==> src/rtl/radix4_mult_ctrl_pkg.sv <==
// Shared definitions for the radix-4 Booth multiplier: FSM state and Booth digit encodings.
package radix4_mult_ctrl_pkg;

    typedef enum logic [1:0] {
        ST_IDLE = 2'd0,
        ST_LOAD = 2'd1,
        ST_ITER = 2'd2,
        ST_DONE = 2'd3
    } state_e;

    typedef enum logic [2:0] {
        DIG_ZERO = 3'd0,
        DIG_P1   = 3'd1,
        DIG_P2   = 3'd2,
        DIG_M1   = 3'd3,
        DIG_M2   = 3'd4
    } booth_digit_e;

endpackage

==> src/rtl/fa_cell.sv <==
// Single-bit full adder cell.
//   a, b : addend bits
//   ci   : carry in
//   s    : sum bit
//   co   : carry out
module fa_cell (
    input  logic a,
    input  logic b,
    input  logic ci,
    output logic s,
    output logic co
);

    assign s  = a ^ b ^ ci;
    assign co = (a & b) | (ci & (a ^ b));

endmodule

==> src/rtl/radix4_booth_enc.sv <==
// Combinational radix-4 Booth recoder for one multiplier bit triple.
//   bits  : {b[2i+1], b[2i], b[2i-1]}
//   digit : booth_digit_e code (ZERO, P1, P2, M1, M2)
//   neg   : digit is negative (subtract)
//   dbl   : digit magnitude is 2 (use 2A)
module radix4_booth_enc
    import radix4_mult_ctrl_pkg::*;
(
    input  logic [2:0] bits,
    output logic [2:0] digit,
    output logic       neg,
    output logic       dbl
);

    always_comb begin
        digit = DIG_ZERO;
        neg   = 1'b0;
        dbl   = 1'b0;
        case (bits)
            3'b000, 3'b111: digit = DIG_ZERO;
            3'b001, 3'b010: digit = DIG_P1;
            3'b011: begin
                digit = DIG_P2;
                dbl   = 1'b1;
            end
            3'b100: begin
                digit = DIG_M2;
                neg   = 1'b1;
                dbl   = 1'b1;
            end
            default: begin
                digit = DIG_M1;
                neg   = 1'b1;
            end
        endcase
    end

endmodule

==> src/rtl/radix4_mult_ctrl_addsub.sv <==
// Ripple-carry adder/subtractor built from a chain of fa_cell instances.
//   op_a : minuend / first addend
//   op_b : second operand, inverted when sub=1
//   sub  : 1 = op_a - op_b (inverted operand, carry-in 1)
//   sum  : W-bit result (carry out discarded, arithmetic is modulo 2^W)
module radix4_mult_ctrl_addsub #(
    parameter int unsigned W = 18
) (
    input  logic [W-1:0] op_a,
    input  logic [W-1:0] op_b,
    input  logic         sub,
    output logic [W-1:0] sum
);

    logic [W-1:0] op_b_eff;
    logic [W-1:0] carry;
    logic         cout_unused;

    assign op_b_eff = op_b ^ {W{sub}};
    assign carry[0] = sub;

    for (genvar i = 0; i < W; i++) begin : g_bit
        if (i < W - 1) begin : g_mid
            fa_cell u_fa (
                .a  (op_a[i]),
                .b  (op_b_eff[i]),
                .ci (carry[i]),
                .s  (sum[i]),
                .co (carry[i+1])
            );
        end else begin : g_msb
            fa_cell u_fa (
                .a  (op_a[i]),
                .b  (op_b_eff[i]),
                .ci (carry[i]),
                .s  (sum[i]),
                .co (cout_unused)
            );
        end
    end

endmodule

==> src/rtl/radix4_mult_ctrl.sv <==
// Sequential radix-4 Booth multiplier: one Booth digit per cycle through a
// shared ripple adder/subtractor.
//   clk, rst_n : clock, asynchronous active-low reset
//   start      : request a multiply of a*b (ignored while busy)
//   a, b       : WIDTH-bit operands (two's complement)
//   tc         : only with RADIX4_MULT_UNSIGNED_EN; 1 = signed, 0 = unsigned
//   busy       : high in LOAD and ITER
//   done       : one-cycle pulse, product valid
//   product    : 2*WIDTH-bit result, updated on entry to DONE only
// Optional feature macro: RADIX4_MULT_UNSIGNED_EN adds the tc port and the
// unsigned mode (one extra digit).
module radix4_mult_ctrl
    import radix4_mult_ctrl_pkg::*;
#(
    parameter int unsigned WIDTH = 8
) (
    input  logic                 clk,
    input  logic                 rst_n,
    input  logic                 start,
    input  logic [WIDTH-1:0]     a,
    input  logic [WIDTH-1:0]     b,
`ifdef RADIX4_MULT_UNSIGNED_EN
    input  logic                 tc,
`endif
    output logic                 busy,
    output logic                 done,
    output logic [2*WIDTH-1:0]   product
);

    localparam int unsigned N  = WIDTH / 2;
    localparam int unsigned XW = WIDTH + 2;
    localparam int unsigned AW = 2 * WIDTH + 2;
    localparam int unsigned PW = 2 * WIDTH;
    localparam int unsigned CW = $clog2(N + 2);

    state_e          state_q, state_d;
    logic [XW-1:0]   a_q, a_d;
    logic [XW:0]     b_q, b_d;
    logic [AW-1:0]   acc_q, acc_d;
    logic [CW-1:0]   cnt_q, cnt_d;
    logic [PW-1:0]   prod_q, prod_d;
    logic            busy_q, busy_d;
    logic            done_q, done_d;
    logic            rdy_q;

    logic            ext_a, ext_b;
    logic [CW-1:0]   last_cnt;
    logic [2:0]      dig_bits;
    logic [2:0]      dig;
    logic            dig_neg, dig_dbl;
    logic [AW-1:0]   a_sx, pp_mag, pp, pp_sh, acc_sum;

`ifdef RADIX4_MULT_UNSIGNED_EN
    logic            tc_q, tc_d;

    // Unsigned operands are zero-extended and need one extra digit.
    assign ext_a    = tc & a[WIDTH-1];
    assign ext_b    = tc & b[WIDTH-1];
    assign last_cnt = tc_q ? CW'(N - 1) : CW'(N);
`else
    assign ext_a    = a[WIDTH-1];
    assign ext_b    = b[WIDTH-1];
    assign last_cnt = CW'(N - 1);
`endif

    // Current bit triple; b_q carries the implicit b[-1]=0 in bit 0.
    assign dig_bits = b_q[{cnt_q, 1'b0} +: 3];

    radix4_booth_enc u_enc (
        .bits  (dig_bits),
        .digit (dig),
        .neg   (dig_neg),
        .dbl   (dig_dbl)
    );

    // Partial product: sign-extended A (or 2A), weighted by 4^cnt.
    assign a_sx   = {{(AW - XW){a_q[XW-1]}}, a_q};
    assign pp_mag = dig_dbl ? {a_sx[AW-2:0], 1'b0} : a_sx;
    assign pp     = (dig != DIG_ZERO) ? pp_mag : '0;
    assign pp_sh  = pp << {cnt_q, 1'b0};

    radix4_mult_ctrl_addsub #(.W(AW)) u_addsub (
        .op_a (acc_q),
        .op_b (pp_sh),
        .sub  (dig_neg),
        .sum  (acc_sum)
    );

    // Next-state and datapath control.
    always_comb begin
        state_d = state_q;
        a_d     = a_q;
        b_d     = b_q;
        acc_d   = acc_q;
        cnt_d   = cnt_q;
        prod_d  = prod_q;
`ifdef RADIX4_MULT_UNSIGNED_EN
        tc_d    = tc_q;
`endif
        case (state_q)
            ST_IDLE: begin
                if (start && rdy_q) begin
                    state_d = ST_LOAD;
                end
            end
            ST_LOAD: begin
                a_d     = {{2{ext_a}}, a};
                b_d     = {{2{ext_b}}, b, 1'b0};
                acc_d   = '0;
                cnt_d   = '0;
`ifdef RADIX4_MULT_UNSIGNED_EN
                tc_d    = tc;
`endif
                state_d = ST_ITER;
            end
            ST_ITER: begin
                acc_d = acc_sum;
                if (cnt_q == last_cnt) begin
                    prod_d  = acc_sum[PW-1:0];
                    state_d = ST_DONE;
                end else begin
                    cnt_d = cnt_q + CW'(1);
                end
            end
            ST_DONE: begin
                state_d = start ? ST_LOAD : ST_IDLE;
            end
            default: state_d = ST_IDLE;
        endcase
        busy_d = (state_d == ST_LOAD) || (state_d == ST_ITER);
        done_d = (state_d == ST_DONE);
    end

    // State and output registers.
    always_ff @(posedge clk or negedge rst_n) begin
        if (!rst_n) begin
            state_q <= ST_IDLE;
            a_q     <= '0;
            b_q     <= '0;
            acc_q   <= '0;
            cnt_q   <= '0;
            prod_q  <= '0;
            busy_q  <= 1'b0;
            done_q  <= 1'b0;
`ifdef RADIX4_MULT_UNSIGNED_EN
            tc_q    <= 1'b1;
`endif
        end else begin
            state_q <= state_d;
            a_q     <= a_d;
            b_q     <= b_d;
            acc_q   <= acc_d;
            cnt_q   <= cnt_d;
            prod_q  <= prod_d;
            busy_q  <= busy_d;
            done_q  <= done_d;
`ifdef RADIX4_MULT_UNSIGNED_EN
            tc_q    <= tc_d;
`endif
        end
    end

    // Blocks start on the first edge after reset release.
    always_ff @(posedge clk or negedge rst_n) begin
        if (!rst_n) begin
            rdy_q <= 1'b0;
        end else begin
            rdy_q <= 1'b1;
        end
    end

    assign busy    = busy_q;
    assign done    = done_q;
    assign product = prod_q;

endmodule

==> config.mk <==
export PLATFORM = sky130hd
export DESIGN_NAME = radix4_mult_ctrl
export DESIGN_NICKNAME = d
export VERILOG_FILES = /design/src/rtl/radix4_mult_ctrl_pkg.sv /design/src/rtl/fa_cell.sv /design/src/rtl/radix4_booth_enc.sv /design/src/rtl/radix4_mult_ctrl_addsub.sv /design/src/rtl/radix4_mult_ctrl.sv
export SDC_FILE = /design/constraint.sdc
export NUM_CORES = 1
export LEC_CHECK = 0
export ABC_CLOCK_PERIOD_IN_PS = 24900
export BUFFER_PORTS_ARGS = -buffer_cell sky130_fd_sc_hd__clkbuf_2
export CORE_AREA = 2 2 73 127
export CTS_CLUSTER_SIZE = 14
export DETAILED_ROUTE_END_ITERATION = 8
export DIE_AREA = 0 0 75 129
export PLACE_DENSITY_LB_ADDON = 0.2
export SYNTH_ARGS = -nofsm -noshare
export SYNTH_HDL_FRONTEND = slang
export SYNTH_SLANG_ARGS = --single-unit
==> constraint.sdc <==
create_clock -name clk -period 24.9 [get_ports clk]
set_input_delay 1.245 -clock clk [delete_from_list [all_inputs] [get_ports clk]]
set_output_delay 1.245 -clock clk [all_outputs]
set_load 0.05 [all_outputs]
==> results, run 1 <==
- For this run, the detailed router's first-pass iteration total came to 4.
- Fill cells in the final layout number 858.
- After global routing, the most crowded layer is met2.
- No sink is reached through more buffers than the 2 on the longest clock path.
- The total track usage is 16.6%.
- The number of distinct library cells after synthesis is 51.
- The share of the cycle needed by the critical path after routing is 39.2%.
- The count of maximum capacitance violations is 0.
- The placed instances occupy a cell area of 3610 sq um.
- The core area is 8610 sq um.
- Global routing used 18.7% of the available met1 tracks.
- The routed layout has 2333 vias.
- For met3 alone, demand over resource in global routing was 2.90%.
- After synthesis, the cell types taking the most area are dfrtp_1, mux2_2, fa_1.
- The endpoint type of the worst setup path is a flip-flop.
- The total DRC errors in the routed layout is 0.
- The number of antenna violations at the first check in global routing is 0.
- The number of cells on the worst reg-to-reg path is 25.
- The congestion estimate from routability-driven global placement came to 0.866.
- The number of gates resized after CTS was 0.
- The final number of max-transition violations is 0.
- The flow ran to the end, and the final reports show no timing, DRC or antenna violations.
- The routed design could run at a clock period as short as 9750 ps.
- The residual antenna-violating net count after detailed routing is 0.
- The initial core utilization is 39.1%.
- In this run, the number of DRC markers left after iteration 0 of detailed routing was 115.
- In this run the tightest slew margin relative to its limit is 35.0%.
- The largest total area in the synthesized netlist belongs to dfrtp_1.
- The startpoint of the most critical register-to-register path is cnt_q[2].
- The wire length after detailed routing is 7.17 mm.
- The die height is 129 um.
- The synthesized area is 3370 sq um.
- The net total in the final layout is 377.
- Yosys mapped a number of flops with a built-in enable equal to 0.
- Counting every instance in the synthesized netlist gives 312.
- The count of hold-fix buffers inserted at cts is 0.
- Setup repair after global routing left no endpoint under its margin.
- The number of setup violations in the final report is 0.
- For this run, the top clock speed supported by timing is 103 MHz.
- The clock input transition at the sequential cells of the worst setup and hold paths is 70 ps.
- The layout overhead on the synthesized area is 12.5%.
- STA puts the critical path data required time at 25040 ps.
- Input and output buffers added on the ports amount to 36.
- The cell sitting at the root of the clock tree is a clkbuf_16.
- The type of origin of the critical path is a flip-flop.
- Clock tree synthesis found a total of 56 sinks.
- The count of state elements after synthesis is 56.
- The met2 track demand over resource is 29.9%.
- The number of inserted diodes is 0.
- The path class of the tightest hold or removal check is reg2reg.
- The reg-to-reg endpoint is acc_q[15].
- The global-route wire length before repair is 12.1 mm.
- Clock skew on the completed layout was measured at 5.54 ps.
- In this run the worst setup path begins at cnt_q[2].
- The capture point of the worst path is acc_q[15].
- The number of nets handed over by synthesis was 352.
- TritonCTS built the clock tree.
- The aggregate negative setup slack is 0 ps.
- At the pin with the least slew margin, the transition time is 975 ps.
- The dominant register cell in the synthesized netlist is dfrtp_1.
- The share of synthesized area in the top cell type comes to 41.6%.
- The die is 75 um wide.
- The fraction of registers with async set or reset after synthesis is 100%.
- The total placed cells including tap cells is 447.
- During synthesis, Yosys emitted a total of 0 warnings.
- The die outline area is 9680 sq um.
- The number of setup buffers added after CTS is 0.
- Entering global routing, the biggest net connects 57 pins.
- The share of the Yosys chip area taken by registers is 41.6%.
- The final HPWL from detailed placement is 5.34 mm.
- The final standard cell utilization of the core is 44.0%.
- The number of hold violations in the final report was 0.
- The number of clock buffers inserted by TritonCTS is 5.
- The cell row count is 45.
- The global-route congestion overflow total is 0.
- The routed wire length per instance is 15.7 um.
- The average size of a mapped cell is 10.8 sq um.
- The number of global-route vias before repair is 2429.
- The post-route non-filler standard cell count is 455.
- The H-tree generated during clock tree synthesis spans 2 levels.
- The later pin in the worst-skew pair is clocked with a latency of 300 ps.
- The type of the setup path with the least slack is reg2reg.
- Data arrives at the worst endpoint at 9890 ps.
- Setup slack on the worst reg-to-reg path comes out at 15150 ps.
- The worst-path maximum fanout is 17.
- In the final layout, the share of cells above drive strength 1 is 26.0%.
- The finished cells cover 3790 sq um.
- The per-cell via count in the routed design is 5.13.
- The boundary pin count is 37.
-- logic make-up after synthesis --
logic type / Yosys count / share of synthesized area (%)
mux: 49 / 16.1
simple gates: 73 / 10.8
flops: 56 / 41.6
fa+ha+maj: 21 / 10.9
buf+inv: 43 / 5.61
compound gates: 60 / 12.5
xor+xnor: 9 / 2.34
other cells: 1 / 0.111
-- through the flow --
step                hold WS, ps  worst slack, ps
floorplan                   453            16190
global placement            469            15260
detailed placement          479            15070
CTS                         493            15060
global route                519            14550
finish                      489            15150
-- worst min path at each step --
stage          startpoint    endpoint  cells past startpoint
3_5_place_dp     acc_q[0]    acc_q[0]                      1
2_1_floorplan    acc_q[0]    acc_q[0]                      1
3_3_place_gp   product[0]  product[0]                      2
6_report         acc_q[0]    acc_q[0]                      1
5_1_grt        product[9]  product[9]                      1
4_1_cts          acc_q[0]    acc_q[0]                      1
-- routing by layer --
metal / up-vias / part of all wire (%) / wire length [um]
met5: - / 0 / 0
met4: 0 / 2.4 / 173
met3: 9 / 2.4 / 172
met2: 37 / 57 / 4050
met1: 1148 / 39 / 2770
li1: 1139 / - / -
-- placed cells by master (no fill, tap or decap), drive strengths merged, types with 2 or more instances in the layout --
cell	count
dfrtp	56
clkbuf	42
mux2	32
inv	22
o21ai	21
nand2	19
nand3	17
nor2	16
mux2i	16
fa	14
xnor2	9
a21oi	7
ha	7
a22oi	6
o22ai	5
nor3	4
nand2b	3
or2	3
a221oi	3
buf	3
and3	2
a211oi	2
a2111oi	2
a22o	2
o21bai	2
o31ai	2
and2	2
-- cells in the mapped netlist (all sizes together), types with 3 or more instances --
cell / n
inv: 22
nor2: 16
mux2i: 16
nand2: 19
nor3: 4
o21ai: 21
nand2b: 3
or2: 3
clkbuf: 15
a22oi: 6
a21oi: 7
fa: 14
mux2: 32
a221oi: 3
ha: 7
buf: 6
dfrtp: 56
nand3: 17
o22ai: 5
xnor2: 9
-- layout make-up --
cell class                 instances  area, sq um  share of cell area, %
tap                              117          146                   3.87
clock inverter                     2         38.8                   1.02
timing repair buffer              39          203                   5.35
multi-input combinational        213         1780                   46.9
clock buffer                       6          139                   3.67
inverter                          22         82.6                   2.18
sequential                        56         1400                   37.0
-- sequential cells by signal, summed over array words and instances, names as in the netlist --
name     flops
product     16
b_q          8
done         1
cnt_q        3
state_q      2
busy         1
a_q          8
acc_q       16
rdy_q        1
-- worst max-delay path: stages (launching register included) --
cell and delay [ps]:
dfrtp_1 570, or2_2 400, o22ai_1 250, nand3_1 630, o22ai_4 580, a22oi_2 140
nor3_1 210, xnor2_1 140, fa_1 480, fa_1 430, fa_1 430, fa_1 430
fa_1 420, fa_1 420, fa_1 430, fa_1 430, fa_1 460, fa_1 430
fa_1 420, fa_1 420, fa_1 430, fa_1 410, xnor2_1 190, xnor2_1 100
xnor2_1 220, o22ai_1 90
Power of run 1 is not shown: default switching activity piles up to over one toggle a cycle in this logic, so the estimate is an artifact.
==> inputs of run 2 (changes only) <==
ABC_AREA = 1   (was not set)
ABC_CLOCK_PERIOD_IN_PS = 9700   (was 24900)
CORE_AREA = 2 2 72 126   (was 2 2 73 127)
DIE_AREA = 0 0 74 128   (was 0 0 75 129)
clock period = 9.7 ns   (was 24.9 ns; I/O delays follow)
==> results, run 2 <==
- The maximum frequency from static timing analysis is 115 MHz (was 103 MHz).
- The type of origin of the critical path was a flip-flop (unchanged).
- The number of setup violations in the final report came to 0 (unchanged).
- Commonest non-fill, non-tap cells in the layout: nand2_1, dfrtp_1, o21ai_0 (was dfrtp_1, clkbuf_2, mux2_2).
- The class of the most critical hold timing path is in2async (was reg2reg).
- The final number of max-transition violations is 0 (unchanged).
- The number of distinct library cells after synthesis is 36 (was 51).
- The residual antenna-violating net count after detailed routing is 0 (unchanged).
- The synthesized instance count is 390 (was 312).
- The core area was 8500 sq um (was 8610 sq um).
- The total of warnings raised by yosys came to 0 (unchanged).
- The first-pass detailed-route iteration total is 4 (unchanged).
- RSZ-0062 raised after global routing: no (unchanged).
- The synthesized net count was 430 (was 352).
- The clock tree from TritonCTS is yes (unchanged).
- The worst slew slack as a fraction of its limit is 39.8% (was 35.0%).
- The layout overhead on the synthesized area was 14.0% (was 12.5%).
- The number of hold violations in the final report is 0 (unchanged).
- The count of port buffers added during placement is 36 (unchanged).
- The layout cell share with drive strength beyond 1 was 18.1% (was 26.0%).
- The per-cell via count in the routed design came to 4.79 (was 5.13).
- The buffers inserted during post-CTS setup optimization is 0 (unchanged).
- The cell chosen for the clock root is clkbuf_16 (unchanged).
- The routed wire length per instance was 13.2 um (was 15.7 um).
- The maximum number of pins on one net before global-route repair is 57 (unchanged).
- The wire length after detailed routing is 7.13 mm (was 7.17 mm).
- The cell row count is 45 (unchanged).
- The maximum number of buffers from clock root to sink is 2 (unchanged).
- The worst-path maximum fanout is 15 (was 17).
- The boundary pin count is 37 (unchanged).
- The number of antenna violations at the first check in global routing came to 0 (unchanged).
- The dominant register cell in the synthesized netlist is dfrtp_1 (unchanged).
- The count of H-tree levels built during CTS is 2 (unchanged).
- The most used cell along the critical path is fa_1 (unchanged).
- The most used standard cell by instance count after synthesis is nand2_1 (was dfrtp_1).
- The count of hold-fix buffers inserted at cts was 0 (unchanged).
- The vias after detailed routing is 2579 (was 2333).
- The count of buffering cells on the critical path with inverters included was 2 (was 0).
- The cell type with the highest aggregate area in the netlist is dfrtp_1 (unchanged).
- The shortest clock period the worst path allows after layout is 8720 ps (was 9750 ps).
- The family with the most delay on the worst path was adder cells (unchanged).
- The die outline area is 9470 sq um (was 9680 sq um).
- The global-route congestion overflow total was 0 (unchanged).
- The sequential-to-total area share from yosys stat was 42.2% (was 41.6%).
- Status: completed (unchanged).
- The clock sink total was 56 (unchanged).
- The count of maximum capacitance violations came to 0 (unchanged).
- The clock input transition at the sequential cells of the worst setup and hold paths is 70 ps (about the same).
- The required time at the worst-slack endpoint is 9890 ps (was 25040 ps).
- The number of clock buffers inserted by TritonCTS came to 5 (unchanged).
- The global-route wire length before repair came to 11.9 mm (was 12.1 mm).
- The count of state elements after synthesis is 56 (unchanged).
- The share of the cycle needed by the critical path after routing came to 89.9% (was 39.2%).
- The total DRC errors in the routed layout was 0 (unchanged).
- The fraction of registers with async set or reset after synthesis came to 100% (unchanged).
- The top-area cell type share of the netlist area is 42.2% (was 41.6%).
- The number of inserted diodes came to 0 (unchanged).
- The count of routing violations after the opening detailed-route iteration is 81 (was 115).
- The total track usage was 16.3% (was 16.6%).
- The initial core utilization came to 39.0% (was 39.1%).
- The synthesized area is 3320 sq um (was 3370 sq um).
- The type of the setup path with the least slack is reg2reg (unchanged).
- The die height was 128 um (was 129 um).
- The die width is 74 um (was 75 um).
- The number of global-route vias before repair was 2561 (was 2429).
- The weighted congestion reported at the end of routability-driven placement is 0.843 (was 0.866).
- The count of instances resized after the clock tree is built is 0 (unchanged).
- The endpoint type of the worst setup path is a flip-flop (unchanged).
- The average size of a mapped cell came to 8.50 sq um (was 10.8 sq um).
- The latest clock arrival within the worst-skew pair came to 300 ps (about the same).
- The transition time at the pin with the least slew margin came to 901 ps (was 975 ps).
- The delay contributed by the slowest stage of the critical path is 540 ps (was 630 ps).
- The aggregate negative setup slack was 0 ps (unchanged).
- The cell with the largest stage delay on the worst path is dfrtp_1 (was nand3_1).
- The most common cell after layout, fill and taps aside is nand2_1 (was dfrtp_1).
- The largest clock skew in the final design is 3.74 ps (was 5.54 ps).
- Biggest area contributors in the synthesized netlist: dfrtp_1, nand2_1, fa_1 (was dfrtp_1, mux2_2, fa_1).
- The critical path arrival was 8910 ps (was 9890 ps).
- Ranking of synthesized cells by instance count: nand2_1, dfrtp_1, o21ai_0, nand3_1, inv_1 (was dfrtp_1, mux2_2, inv_1, o21ai_0, nand2_1).
- The final HPWL from detailed placement is 5.55 mm (was 5.34 mm).
- The net total in the final layout is 461 (was 377).
- The number of enable flip-flop cells after synthesis came to 0 (unchanged).
## run 2: path summary, 6_finish.rpt
| check | start | endpoint | slack (ps) | depth (start not counted) |
|---|---|---|---|---|
| max in group asynchronous | rst_n | acc_q[14] | 8900 | 2 |
| worst min register to register | product[6] | product[6] | 480 | 2 |
| min in group clk | a[5] | a_q[5] | 390 | 3 |
| worst max-delay path | cnt_q[1] | product[15] | 980 | 32 |
| worst min-delay path | rst_n | rdy_q | 310 | 2 |
| worst max register to register | cnt_q[1] | product[15] | 980 | 32 |
## run 2: area by class of cell
type                    instances  area (sq um)
clock buffers                   5           125
clock inverters                 2          60.1
fillers                       860          4720
inverters                      42           163
multi-input cells             276          1670
flip-flops and latches         56          1400
well taps                     117           146
repair buffers                 40           210
## run 2: cell families after synthesis
kind of cell,Yosys count,share of synthesized area (%)
flops,56,42.2
simple gates,169,23.2
other cells,1,0.113
buf+inv,58,7.28
mux,3,1.02
xor+xnor,15,3.96
fa+ha+maj,21,11.1
compound gates,67,11.1
## run 2: per-stage QoR
stage          area (sq um)  utilization (%)  hold slack [ps]  std cells  setup WS, ps
2_1_floorplan          3320                -              189        390          1490
3_3_place_gp           3590             42.3              464        531           988
3_5_place_dp           3590             42.3              472        531           924
4_1_cts                3780             44.5              361        538           886
5_1_grt                3780             44.5              388        538           488
6_report               3780             44.5              314        538           982
## run 2: metal layers
metal | part of all wire, % | GRT usage, % | wire, um | up-vias
met5 | 0 | 0 | 0 | -
met4 | 2.7 | 7.49 | 189 | 0
met2 | 56 | 30.2 | 3990 | 40
met1 | 40 | 17.7 | 2820 | 1222
met3 | 1.8 | 2.12 | 130 | 9
li1 | - | - | - | 1308
## run 2: worst register-to-register path: cells and delay by family, from the launching register on
kind	cells	cell delay (ps)
compound gates	2	400
simple gates	12	1080
buf+inv	2	240
xor+xnor	2	380
flops	1	540
fa+ha+maj	14	5990
Power of run 2 is left out for the same reason.
